==> src/rtl/deglitch_filter_mc_pkg.sv <==
// Shared constants for the multi-channel deglitch filter.
// Holds the default counter width, delay-line depth, idle level and the
// I2C channel indices used when the filter cleans up SCL/SDA.
package deglitch_filter_mc_pkg;

  localparam int unsigned N_CH_DEF    = 2;
  localparam int unsigned CNT_W_DEF   = 4;
  localparam int unsigned DLY_N_DEF   = 4;
  localparam logic        RST_VAL_DEF = 1'b1;

  // I2C channel indices
  localparam int unsigned CH_SCL = 0;
  localparam int unsigned CH_SDA = 1;

endpackage

==> src/rtl/deglitch_filter_mc_ch.sv <==
// Single deglitch channel: 2-flop synchronizer, stability counter, filtered
// output, registered edge detect and a fixed-depth delay line.
// Ports:
//   clk, rst       clock and synchronous active-high reset
//   in             raw asynchronous input
//   byp            bypass: every synchronized change passes straight through
//   flt_len        required stable length in cycles (0 behaves as 1)
//   out            filtered level
//   dout           out delayed by DLY_N cycles
//   rise, fall     one-cycle pulses while out shows a new level
module deglitch_ch
  import deglitch_filter_mc_pkg::*;
#(
  parameter int unsigned CNT_W   = CNT_W_DEF,
  parameter int unsigned DLY_N   = DLY_N_DEF,
  parameter logic        RST_VAL = RST_VAL_DEF
) (
  input  logic             clk,
  input  logic             rst,
  input  logic             in,
  input  logic             byp,
  input  logic [CNT_W-1:0] flt_len,
  output logic             out,
  output logic             dout,
  output logic             rise,
  output logic             fall
);

  logic             sync1_q;
  logic             s_q;
  logic             out_q, out_d;
  logic             prev_q;
  logic [CNT_W-1:0] cnt_q, cnt_d;
  logic [DLY_N-1:0] dly_q;

  // One extra bit so cnt+1 cannot overflow before the compare
  logic [CNT_W:0]   len_eff;
  logic [CNT_W:0]   cnt_inc;

  always_comb begin
    len_eff = (flt_len == '0) ? (CNT_W+1)'(1) : {1'b0, flt_len};
    cnt_inc = {1'b0, cnt_q} + (CNT_W+1)'(1);
    out_d   = out_q;
    cnt_d   = '0;
    if (byp) begin
      out_d = s_q;
    end else if (s_q != out_q) begin
      if (cnt_inc >= len_eff) begin
        out_d = s_q;
      end else begin
        // cnt_inc < len_eff here, so the truncation is lossless
        cnt_d = cnt_inc[CNT_W-1:0];
      end
    end
  end

  always_ff @(posedge clk) begin
    if (rst) begin
      sync1_q <= RST_VAL;
      s_q     <= RST_VAL;
      out_q   <= RST_VAL;
      prev_q  <= RST_VAL;
      cnt_q   <= '0;
      dly_q   <= {DLY_N{RST_VAL}};
    end else begin
      sync1_q  <= in;
      s_q      <= sync1_q;
      out_q    <= out_d;
      prev_q   <= out_q;
      cnt_q    <= cnt_d;
      dly_q[0] <= out_q;
      for (int k = 1; k < int'(DLY_N); k++) begin
        dly_q[k] <= dly_q[k-1];
      end
    end
  end

  assign out  = out_q;
  assign dout = dly_q[DLY_N-1];
  assign rise = out_q & ~prev_q;
  assign fall = ~out_q & prev_q;

endmodule

==> src/rtl/deglitch_filter_mc.sv <==
// Multi-channel deglitch filter (e.g. I2C SCL/SDA). Each channel is filtered
// independently by its own deglitch_ch; bypass and filter length are shared.
// Ports:
//   clk, rst       clock and synchronous active-high reset
//   in[N_CH]       raw asynchronous channel inputs
//   byp            filter bypass
//   flt_len        required stable length in cycles (0 behaves as 1)
//   out[N_CH]      filtered levels
//   dout[N_CH]     out delayed by DLY_N cycles
//   rise/fall      per-channel edge pulses on out
module deglitch_filter_mc
  import deglitch_filter_mc_pkg::*;
#(
  parameter int unsigned N_CH    = N_CH_DEF,
  parameter int unsigned CNT_W   = CNT_W_DEF,
  parameter int unsigned DLY_N   = DLY_N_DEF,
  parameter logic        RST_VAL = RST_VAL_DEF
) (
  input  logic             clk,
  input  logic             rst,
  input  logic [N_CH-1:0]  in,
  input  logic             byp,
  input  logic [CNT_W-1:0] flt_len,
  output logic [N_CH-1:0]  out,
  output logic [N_CH-1:0]  dout,
  output logic [N_CH-1:0]  rise,
  output logic [N_CH-1:0]  fall
);

  for (genvar g = 0; g < int'(N_CH); g++) begin : g_ch
    deglitch_ch #(
      .CNT_W   (CNT_W),
      .DLY_N   (DLY_N),
      .RST_VAL (RST_VAL)
    ) u_ch (
      .clk     (clk),
      .rst     (rst),
      .in      (in[g]),
      .byp     (byp),
      .flt_len (flt_len),
      .out     (out[g]),
      .dout    (dout[g]),
      .rise    (rise[g]),
      .fall    (fall[g])
    );
  end

endmodule

==> config.mk <==
export PLATFORM = sky130hd
export DESIGN_NAME = deglitch_filter_mc
export DESIGN_NICKNAME = d
export VERILOG_FILES = /design/src/rtl/deglitch_filter_mc_pkg.sv /design/src/rtl/deglitch_filter_mc_ch.sv /design/src/rtl/deglitch_filter_mc.sv
export SDC_FILE = /design/constraint.sdc
export NUM_CORES = 1
export LEC_CHECK = 0
export ABC_AREA = 0
export CORE_ASPECT_RATIO = 1.75
export CORE_MARGIN = 3
export CORE_UTILIZATION = 35
export CTS_BUF_LIST = sky130_fd_sc_hd__clkbuf_16
export CTS_CLUSTER_DIAMETER = 150
export DETAILED_ROUTE_END_ITERATION = 10
export GPL_ROUTABILITY_DRIVEN = 1
export PLACE_DENSITY = 0.63
export SETUP_SLACK_MARGIN = 0.5
export SLEW_MARGIN = 20
export SYNTH_ARGS = -nofsm -noshare
export SYNTH_HDL_FRONTEND = slang
export SYNTH_SLANG_ARGS = --single-unit
==> constraint.sdc <==
create_clock -name clk -period 1.7 [get_ports clk]
set_input_delay 0.255 -clock clk [delete_from_list [all_inputs] [get_ports clk]]
set_output_delay 0.255 -clock clk [all_outputs]
set_load 0.05 [all_outputs]
After elaboration in Yosys (flattened, before gate mapping)

Index checks and enable logic that the tools add are counted.

Add/subtract/negate cells: 2
$lt $le $gt $ge: 2
Eq/ne operators: 2
Multiplexer cells: 7
Bitwise operators: 10
Reduce and logical (&&, ||, !) cells: 9

Operators by type and width:

| operator                                     | number |
|---|---|
| adder 4 x 1 -> 5 bit (second input constant) | 2 |
| greater-or-equal comparator 5 bit            | 2 |
| nonzero test 2 bit                           | 4 |
| OR reduction 4 bit                           | 2 |
| 2-to-1 mux 1 bit                             | 6 |
| NOT 1 bit                                    | 6 |
| AND 1 bit                                    | 4 |
| logical NOT 4 bit                            | 1 |
| 2-to-1 mux 4 bit                             | 1 |
| AND reduction 2 bit                          | 2 |
| inequality test 1 bit                        | 2 |

Register bits: 24
Logic and storage cells: 44

Depth between registers and ports, before layout

Gate-level depths: netlist of the first run.

Depth in word-level cells: 6
Gate-level depth with buffers: 7

Hierarchy

A second synthesis of the first run with hierarchy kept.

Cell total of the unflattened synthesis: 94
Area total of the unflattened synthesis: 1,026.0 µm²

By module, submodules not included:

| module      | instances | cells each | area an instance (µm²) | seq. area each (µm²) |
|---|---|---|---|---|
| deglitch_ch | 2         | 47         | 513.0                  | 220.2 |

Worst setup path after synthesis of the first run

No wires, ideal clock.

Path type: reg-to-reg
Start point: register g_ch[1].u_ch.cnt_q[0]
End point: register g_ch[1].u_ch.out_q
Arrival time: 1.483 ns
Setup slack: 0.096 ns
Cell stages (with the launch flop): 7
Path buffers: 0
Path through: dfxtp_1 ha_1 xor2_1 ha_1 o21ai_0 o21ai_2 mux2i_1

Cells in the longest elaborated chain, start to end: 4

RTL lines:

| item                              | RTL line                    | text |
|---|---|---|
| from (decl)                       | deglitch_filter_mc_ch.sv:33 | `logic [CNT_W-1:0] cnt_q, cnt_d;` |
| from (signal assigned)            | deglitch_filter_mc_ch.sv:70 | `cnt_q <= cnt_d;` |
| adder 4 x 1 -> 5 bit              | deglitch_filter_mc_ch.sv:42 | `cnt_inc = {1'b0, cnt_q} + (CNT_W+1)'(1);` |
| via g_ch[1].u_ch.cnt_inc[2]       | deglitch_filter_mc_ch.sv:38 | `logic [CNT_W:0] cnt_inc;` |
| greater-or-equal comparator 5 bit | deglitch_filter_mc_ch.sv:48 | `if (cnt_inc >= len_eff) begin` |
| nonzero test 2 bit (no line)      | -                           |  |
| AND reduction 2 bit (no line)     | -                           |  |
| to (signal assigned)              | deglitch_filter_mc_ch.sv:68 | `out_q <= out_d;` |
| to (decl)                         | deglitch_filter_mc_ch.sv:31 | `logic out_q, out_d;` |

The timed path passes the listed nets, and every way through them passes these cells.
A chain may end at the register's enable or synchronous reset.

Worst setup path after layout of the first run

Start point: register g_ch[0].u_ch.cnt_q[0]
End point: register g_ch[0].u_ch.cnt_q[3]

Cells in the longest elaborated chain, start to end: 3

RTL lines:

| item                              | RTL line |
|---|---|
| from (decl)                       | deglitch_filter_mc_ch.sv:33 |
| from (signal assigned)            | deglitch_filter_mc_ch.sv:70 |
| adder 4 x 1 -> 5 bit (*)          | deglitch_filter_mc_ch.sv:42 |
| via g_ch[0].u_ch.cnt_inc[3]       | deglitch_filter_mc_ch.sv:38 |
| greater-or-equal comparator 5 bit | deglitch_filter_mc_ch.sv:48 |
| OR reduction 4 bit (no line)      | - |

The timed path passes the listed nets; every way through them passes the cells marked *.

==> impl_metrics.py, run 1 <==
metrics = {
    "die": {
        "rows": 25,
        "die_h_um": 78.75,
        "dieArea_um2": 3746,
        "die_w_um": 47.57,
        "coreArea_um2": 2784,
        "io_pins": 17,
        "start_util_pct": 38.02,
    },
    "sta": {
        "post-route-period-util_pct": 88.93,
        "fin_ws_ns": 0.1881,
        "fin_crit_ns": 1.512,
        "hold_ws_ns": 0.4078,
        "rsz0062_at_grt": "true",
        "maxSlewViolCount": 0,
        "slew-limit-headroom_pct": 70.45,
        "hold_viol": 0,
        "fmax_mhz": 661.4,
        "final.setup_skew_ns": 0.001295,
        "final-setup-viol-count": 0,
        "tns_ns": 0,
        "max_slew.worst_pin.slew_ns": 0.4426,
    },
    "route": {
        "drt_first_iter_violations": 6,
        "antenna_left": 0,
        "avgViaCountPerCell": 4.693,
        "wl_per_cell_um": 12.41,
        "dr.pass1.iters": 2,
        "dr_total_vias": 704,
        "drt_wl_total_um": 1861,
        "remaining_drc_errors": 0,
    },
    "global_routing": {
        "met3_usage_pct": 2.041,
        "antenna_found_initial": 0,
        "overflow": 0,
        "grt_pass1_wl_um": 2980,
        "grt_pass1_vias": 719,
        "grt_util_met1_pct": 11.61,
        "grt_max_degree": 17,
        "grt.busiest_layer": "met2",
        "use_met2_pct": 19.62,
        "grtUsageTotal_pct": 11.26,
    },
    "setup_path": {
        "rrSetupSlack_ns": 0.19,
        "crit_chain": "nand3_4 > xnor2_4 > ha_4 > a311oi_4 > o211ai_2 > nor2b_1",
        "crit_path_max_fanout": 4,
        "rr_startpoint": "g_ch[0].u_ch.cnt_q[0]$_SDFF_PP0_",
        "cp_slowest_cell": "dfxtp_4",
        "critPathLaunchType": "flop",
        "slowest_delay_ns": 0.39,
        "worstPathRequired_ns": 1.89,
        "timing.rr.end": "g_ch[0].u_ch.cnt_q[3]$_SDFF_PP0_",
        "reg2regPathDepth": 6,
        "path_class": "flop to flop",
        "worstPathArrival_ns": 1.70,
        "end_kind": "flop",
    },
    "synthesis": {
        "synth.distinct_cells": 20,
        "synthArstFlopShare_pct": 0,
        "synthTopCellsByArea": "dfxtp_1 (42%), ha_1 (12%), or2_2 (5.9%)",
        "ys_top_cells_by_count": "dfxtp_1 (22), ha_1 (10), nor2_1 (10), or2_2 (10)",
        "netlist_instances": 99,
        "synth_area_per_cell_um2": 10.69,
        "yosysTopAreaCellShare_pct": 41.61,
        "netlist_area_um2": 1059,
        "seq_area_frac_synth_pct": 41.61,
        "ys_seq_elements": 22,
        "synth_largest_area_cell": "dfxtp_1",
        "synthFlopType": "dfxtp_1",
        "post-synth-top-count-cell": "dfxtp_1",
        "syn-num-nets": 118,
        "yosys_warnings": 0,
        "synth_edf_count": 0,
    },
    "power_and_ir_drop": {
        "swShare_pct": 19.87,
        "sequentialPowerShare_pct": 39.7,
        "peakVddDrop_uv": 828.1,
        "power_mw": 1.321,
        "p_sw_uw": 262.6,
        "p_int_mw": 1.059,
        "p_leak_nw": 0.6787,
        "power_frac_comb_pct": 10.3,
        "pwr_density_cell_nw_per_um2": 791.1,
        "clockPowerShare_pct": 50.0,
    },
    "finish": {
        "final_core_util_pct": 60.00,
        "antenna_cells": 0,
        "finalInstanceArea_um2": 1670,
        "syn_to_final_growth_pct": 57.80,
        "finalNonFillerCells": 150,
        "drive_gt1_share_pct": 68.29,
        "nets": 143,
        "final-seq-area_um2": 467.9,
        "multi_input_area_um2": 767.0,
        "fill_cells": 229,
    },
    "placement": {
        "placed_cells": 136,
        "pre_cts_ws_ns": -0.3449,
        "io_buffer_count": 16,
        "hpwl_um": 1287,
        "gp_congestion": 0.7597,
        "place_area_um2": 1257,
    },
    "clock_tree": {
        "cts_tree": "done",
        "insertion_delay_ns": 0.26,
        "numCtsBuffers": 3,
        "clock-root-buffer": "clkbuf_16",
        "cts_sinks": 22,
        "clk_pin_slew_ns": 0.06,
        "cts.htree.levels": 1,
        "cts_buffer_depth": 2,
    },
    "worst_hold_path": {
        "worstHoldEndpoint": "g_ch[1].u_ch.dly_q[3]$_SDFF_PP1_",
        "hold_path_class": "flop to flop",
        "hp-start": "g_ch[1].u_ch.dly_q[2]$_SDFF_PP1_",
        "hold_path_depth": 1,
    },
    "outcome": {
        "outcome": "complete, no violations",
    },
    "run": {
        "drv_cap": 0,
    },
}
-- metal layers --
layer / vias to the layer above / share of wire [%]
met1: 327 / 40
met2: 10 / 56
met3: 2 / 2.3
met4: 0 / 1.5
li1: 365 / -
met5: - / 0
-- power groups by stage --
stage	clock network, mW	registers, mW	logic (mW)
after floorplan	0	0.540	0.0826
after global placement	0	0.541	0.118
after detailed placement	0	0.541	0.119
after CTS	0.672	0.526	0.128
after global routing	0.700	0.525	0.146
final	0.661	0.524	0.136
-- worst max-delay path by stage --
stage | start | to | slack (ns) | cells past startpoint
final | g_ch[0].u_ch.cnt_q[0]$_SDFF_PP0_ | g_ch[0].u_ch.cnt_q[3]$_SDFF_PP0_ | 0.19 | 6
after global routing | g_ch[0].u_ch.cnt_q[0]$_SDFF_PP0_ | g_ch[0].u_ch.cnt_q[3]$_SDFF_PP0_ | 0.11 | 6
after CTS | g_ch[0].u_ch.cnt_q[0]$_SDFF_PP0_ | g_ch[0].u_ch.cnt_q[3]$_SDFF_PP0_ | 0.18 | 6
after detailed placement | flt_len[2] | g_ch[0].u_ch.cnt_q[3]$_SDFF_PP0_ | -0.34 | 8
after global placement | flt_len[2] | g_ch[0].u_ch.out$_SDFFE_PP1P_ | -0.30 | 8
after floorplan | flt_len[1] | g_ch[0].u_ch.out$_SDFFE_PP1P_ | 0.21 | 7
-- cell usage in the layout (no fill, tap or decap), types with 3 or more instances in the layout --
cell	instances
buf_12	3
buf_4	14
inv_2	3
o21ai_2	3
buf_6	3
clkbuf_16	3
dfxtp_1	12
dfxtp_2	4
nor2b_1	4
or2_2	10
nor2b_4	4
inv_1	4
ha_4	9
dfxtp_4	6
nor2_1	10
clkbuf_2	3
clkdlybuf4s50_1	3
-- what timing repair did --
item,4_1_cts,5_1_grt
hold buffers,0,0
endpoints found under the setup margin,13,16
buffers inserted,7,3
resized for setup,40,27
pin swaps,18,13
-- flip-flops by register name, summed over array words and instances, names as in the netlist --
name               count
g_ch.u_ch.sync1_q      2
g_ch.u_ch.s_q          2
g_ch.u_ch.dly_q        8
g_ch.u_ch.out          2
g_ch.u_ch.cnt_q        8
-- final cells by class --
type | count | area share, %
sequential | 22 | 28.02
clock buffer | 3 | 4.494
clock inverter | 1 | 1.798
inverter | 7 | 1.573
multi-input combinational | 61 | 45.92
tap | 27 | 2.022
timing repair buffer | 29 | 16.18
-- cells by family after synthesis --
group / Yosys count / synth area share [%]
XOR/XNOR: 6 / 4.965
multiplexers: 2 / 1.891
AND/OR/NAND/NOR: 32 / 17.73
flip-flops: 22 / 41.61
AO/OA/AOI/OAI: 11 / 13.48
adder cells (fa/ha/maj): 10 / 11.82
buffers and inverters: 16 / 8.511
-- worst max-delay path, delay by kind of cell, from the launching register on --
kind                     cells  cell delay [ns]
AO/OA/AOI/OAI                2             0.48
XOR/XNOR                     1             0.17
adder cells (fa/ha/maj)      1             0.17
flip-flops                   1             0.39
AND/OR/NAND/NOR              2             0.24
Note: power is estimated with default switching activity, not from simulation.
==> inputs of run 2 (changes only) <==
--- a/config.mk
+++ b/config.mk
@@ -13,6 +13,7 @@
 export CTS_CLUSTER_DIAMETER = 150
 export DETAILED_ROUTE_END_ITERATION = 10
 export GPL_ROUTABILITY_DRIVEN = 1
+export GPL_TIMING_DRIVEN = 0
 export PLACE_DENSITY = 0.63
 export SETUP_SLACK_MARGIN = 0.5
 export SLEW_MARGIN = 20
==> impl_metrics.py, run 2 (same netlist as run 1, synthesis figures left out) <==
metrics = {
    "outcome": {
        "outcome": "complete, no violations",
    },
    "finish": {
        "syn_to_final_growth_pct": 62.18,
        "antenna_cells": 0,
        "final-seq-area_um2": 465.4,
        "multi_input_area_um2": 765.7,
        "top_regs": "g_ch.u_ch.cnt_q: 8 flops, g_ch.u_ch.dly_q: 8 flops",
        "nets": 148,
        "fill_cells": 222,
        "drive_gt1_share_pct": 68.75,
        "final_cell_mix": "buf_4 (12), dfxtp_1 (12), nor2_1 (10), or2_2 (10), ha_4 (8)",
    },
    "sta": {
        "post-route-period-util_pct": 90.45,
        "rsz0062_at_grt": "true",
        "fin_crit_ns": 1.538,
        "final-setup-viol-count": 0,
        "slew-limit-headroom_pct": 78.62,
        "fin_ws_ns": 0.1623,
        "max_slew.worst_pin.slew_ns": 0.3207,
        "hold_viol": 0,
        "hold_ws_ns": 0.4062,
        "final.setup_skew_ns": 0.0009134,
        "fmax_mhz": 650.3,
        "maxSlewViolCount": 0,
    },
    "die": {
        "start_util_pct": 38.02,
        "rows": 25,
        "die_h_um": 78.75,
        "coreArea_um2": 2784,
        "die_w_um": 47.57,
        "dieArea_um2": 3746,
        "io_pins": 17,
    },
    "route": {
        "dr.pass1.iters": 3,
        "drt_first_iter_violations": 8,
        "wl_per_cell_um": 13.55,
        "antenna_left": 0,
        "remaining_drc_errors": 0,
        "dr_total_vias": 749,
        "avgViaCountPerCell": 4.832,
        "drt_wl_total_um": 2101,
    },
    "setup_path": {
        "end_kind": "flop",
        "reg2regPathDepth": 6,
        "rr_startpoint": "g_ch[0].u_ch.cnt_q[0]$_SDFF_PP0_",
        "worstPathRequired_ns": 1.88,
        "path_class": "flop to flop",
        "crit_path_max_fanout": 4,
        "worstPathArrival_ns": 1.72,
        "critPathLaunchType": "flop",
        "crit_start": "g_ch[0].u_ch.cnt_q[0]$_SDFF_PP0_",
    },
    "global_routing": {
        "grt_pass1_wl_um": 3346,
        "overflow": 0,
        "grt_max_degree": 14,
        "grt_pass1_vias": 750,
        "grtUsageTotal_pct": 12.41,
        "antenna_found_initial": 0,
    },
    "power_and_ir_drop": {
        "clockPowerShare_pct": 48.9,
        "p_int_mw": 1.068,
        "pwr_density_cell_nw_per_um2": 771.8,
        "swShare_pct": 19.40,
        "sequentialPowerShare_pct": 39.7,
        "p_leak_nw": 0.6925,
        "peakVddDrop_uv": 552.4,
        "power_frac_comb_pct": 11.4,
        "p_sw_uw": 257.0,
    },
    "worst_hold_path": {
        "hold_path_class": "flop to flop",
        "hold_path_depth": 1,
        "hp-start": "g_ch[1].u_ch.sync1_q$_SDFF_PP1_",
    },
    "run": {
        "drv_cap": 0,
    },
    "clock_tree": {
        "clk_pin_slew_ns": 0.06,
        "holdBufCountCts": 0,
        "cts_tree": "done",
        "cts_buffer_depth": 2,
        "clock-root-buffer": "clkbuf_16",
        "insertion_delay_ns": 0.25,
        "cts.htree.levels": 1,
        "numCtsBuffers": 3,
        "cts_sinks": 22,
    },
    "placement": {
        "gp_congestion": 0.8267,
        "pre_cts_ws_ns": -0.3916,
        "io_buffer_count": 16,
    },
}
run 2: changes by cell type in the layout (fill, tap and decap cells not counted), sizes merged:
cell / before / now
buf: 21 / 26
clkdlybuf4s15: 0 / 1
dlygate4sd2: 1 / 0
run 2: timing repair:
item,CTS,global route
setup buffers,8,1
pin swaps,16,16
endpoints found under the setup margin,24,21
gates resized for setup,83,38
run 2: per-stage QoR:
step | cells | total power [mW] | util (%) | setup TNS [ns] | cell area [µm²]
after floorplan | 99 | 0.6225 | - | 0 | 1097
after global placement | 142 | 0.6576 | 46.38 | -3.255 | 1291
after detailed placement | 142 | 0.6622 | 46.38 | -3.754 | 1291
after CTS | 154 | 1.326 | 56.76 | 0 | 1580
after global routing | 155 | 1.385 | 61.66 | 0 | 1717
final | 155 | 1.325 | 61.66 | 0 | 1717
run 2: final timing paths:
| check | slack (ns) | to |
|---|---|---|
| worst max register to register | 0.16 | g_ch[0].u_ch.cnt_q[1]$_SDFF_PP0_ |
| worst min-delay path | 0.41 | g_ch[1].u_ch.s_q$_SDFF_PP1_ |
| worst max-delay path | 0.16 | g_ch[0].u_ch.cnt_q[1]$_SDFF_PP0_ |
| worst min register to register | 0.41 | g_ch[1].u_ch.s_q$_SDFF_PP1_ |
run 2: cell type report:
cell class | instances | area share [%]
flip-flops and latches | 22 | 27.11
multi-input cells | 61 | 44.61
inverters | 7 | 1.531
clock inverters | 1 | 1.749
well taps | 27 | 1.968
plain buffers | 9 | 4.665
clock buffers | 3 | 4.373
repair buffers | 25 | 13.99
run 2: layer usage:
metal  share of wire [%]  global-route usage (%)  vias up  wire length [µm]
met2                  63                   22.45       11              1325
li1                    -                       -      374                 -
met1                  33                   12.83      360               687
met5                   0                       0        -                 0
met3                 2.5                   2.041        4                53
met4                 1.7                   5.660        0                35
run 2: power groups by stage:
| stage | Clock [mW] | Sequential (mW) | Combinational, mW |
|---|---|---|---|
| 2_1_floorplan | 0 | 0.540 | 0.0826 |
| 3_3_place_gp | 0 | 0.541 | 0.117 |
| 3_5_place_dp | 0 | 0.541 | 0.121 |
| 4_1_cts | 0.664 | 0.525 | 0.138 |
| 5_1_grt | 0.694 | 0.526 | 0.164 |
| 6_report | 0.648 | 0.526 | 0.152 |
run 2: worst max-delay path, cell delays in order, from the launching register on:
cell,delay [ns]
dfxtp_4,0.39
nand3_4,0.09
xnor2_2,0.16
ha_2,0.19
a311oi_4,0.31
o211ai_2,0.19
nor2_1,0.15
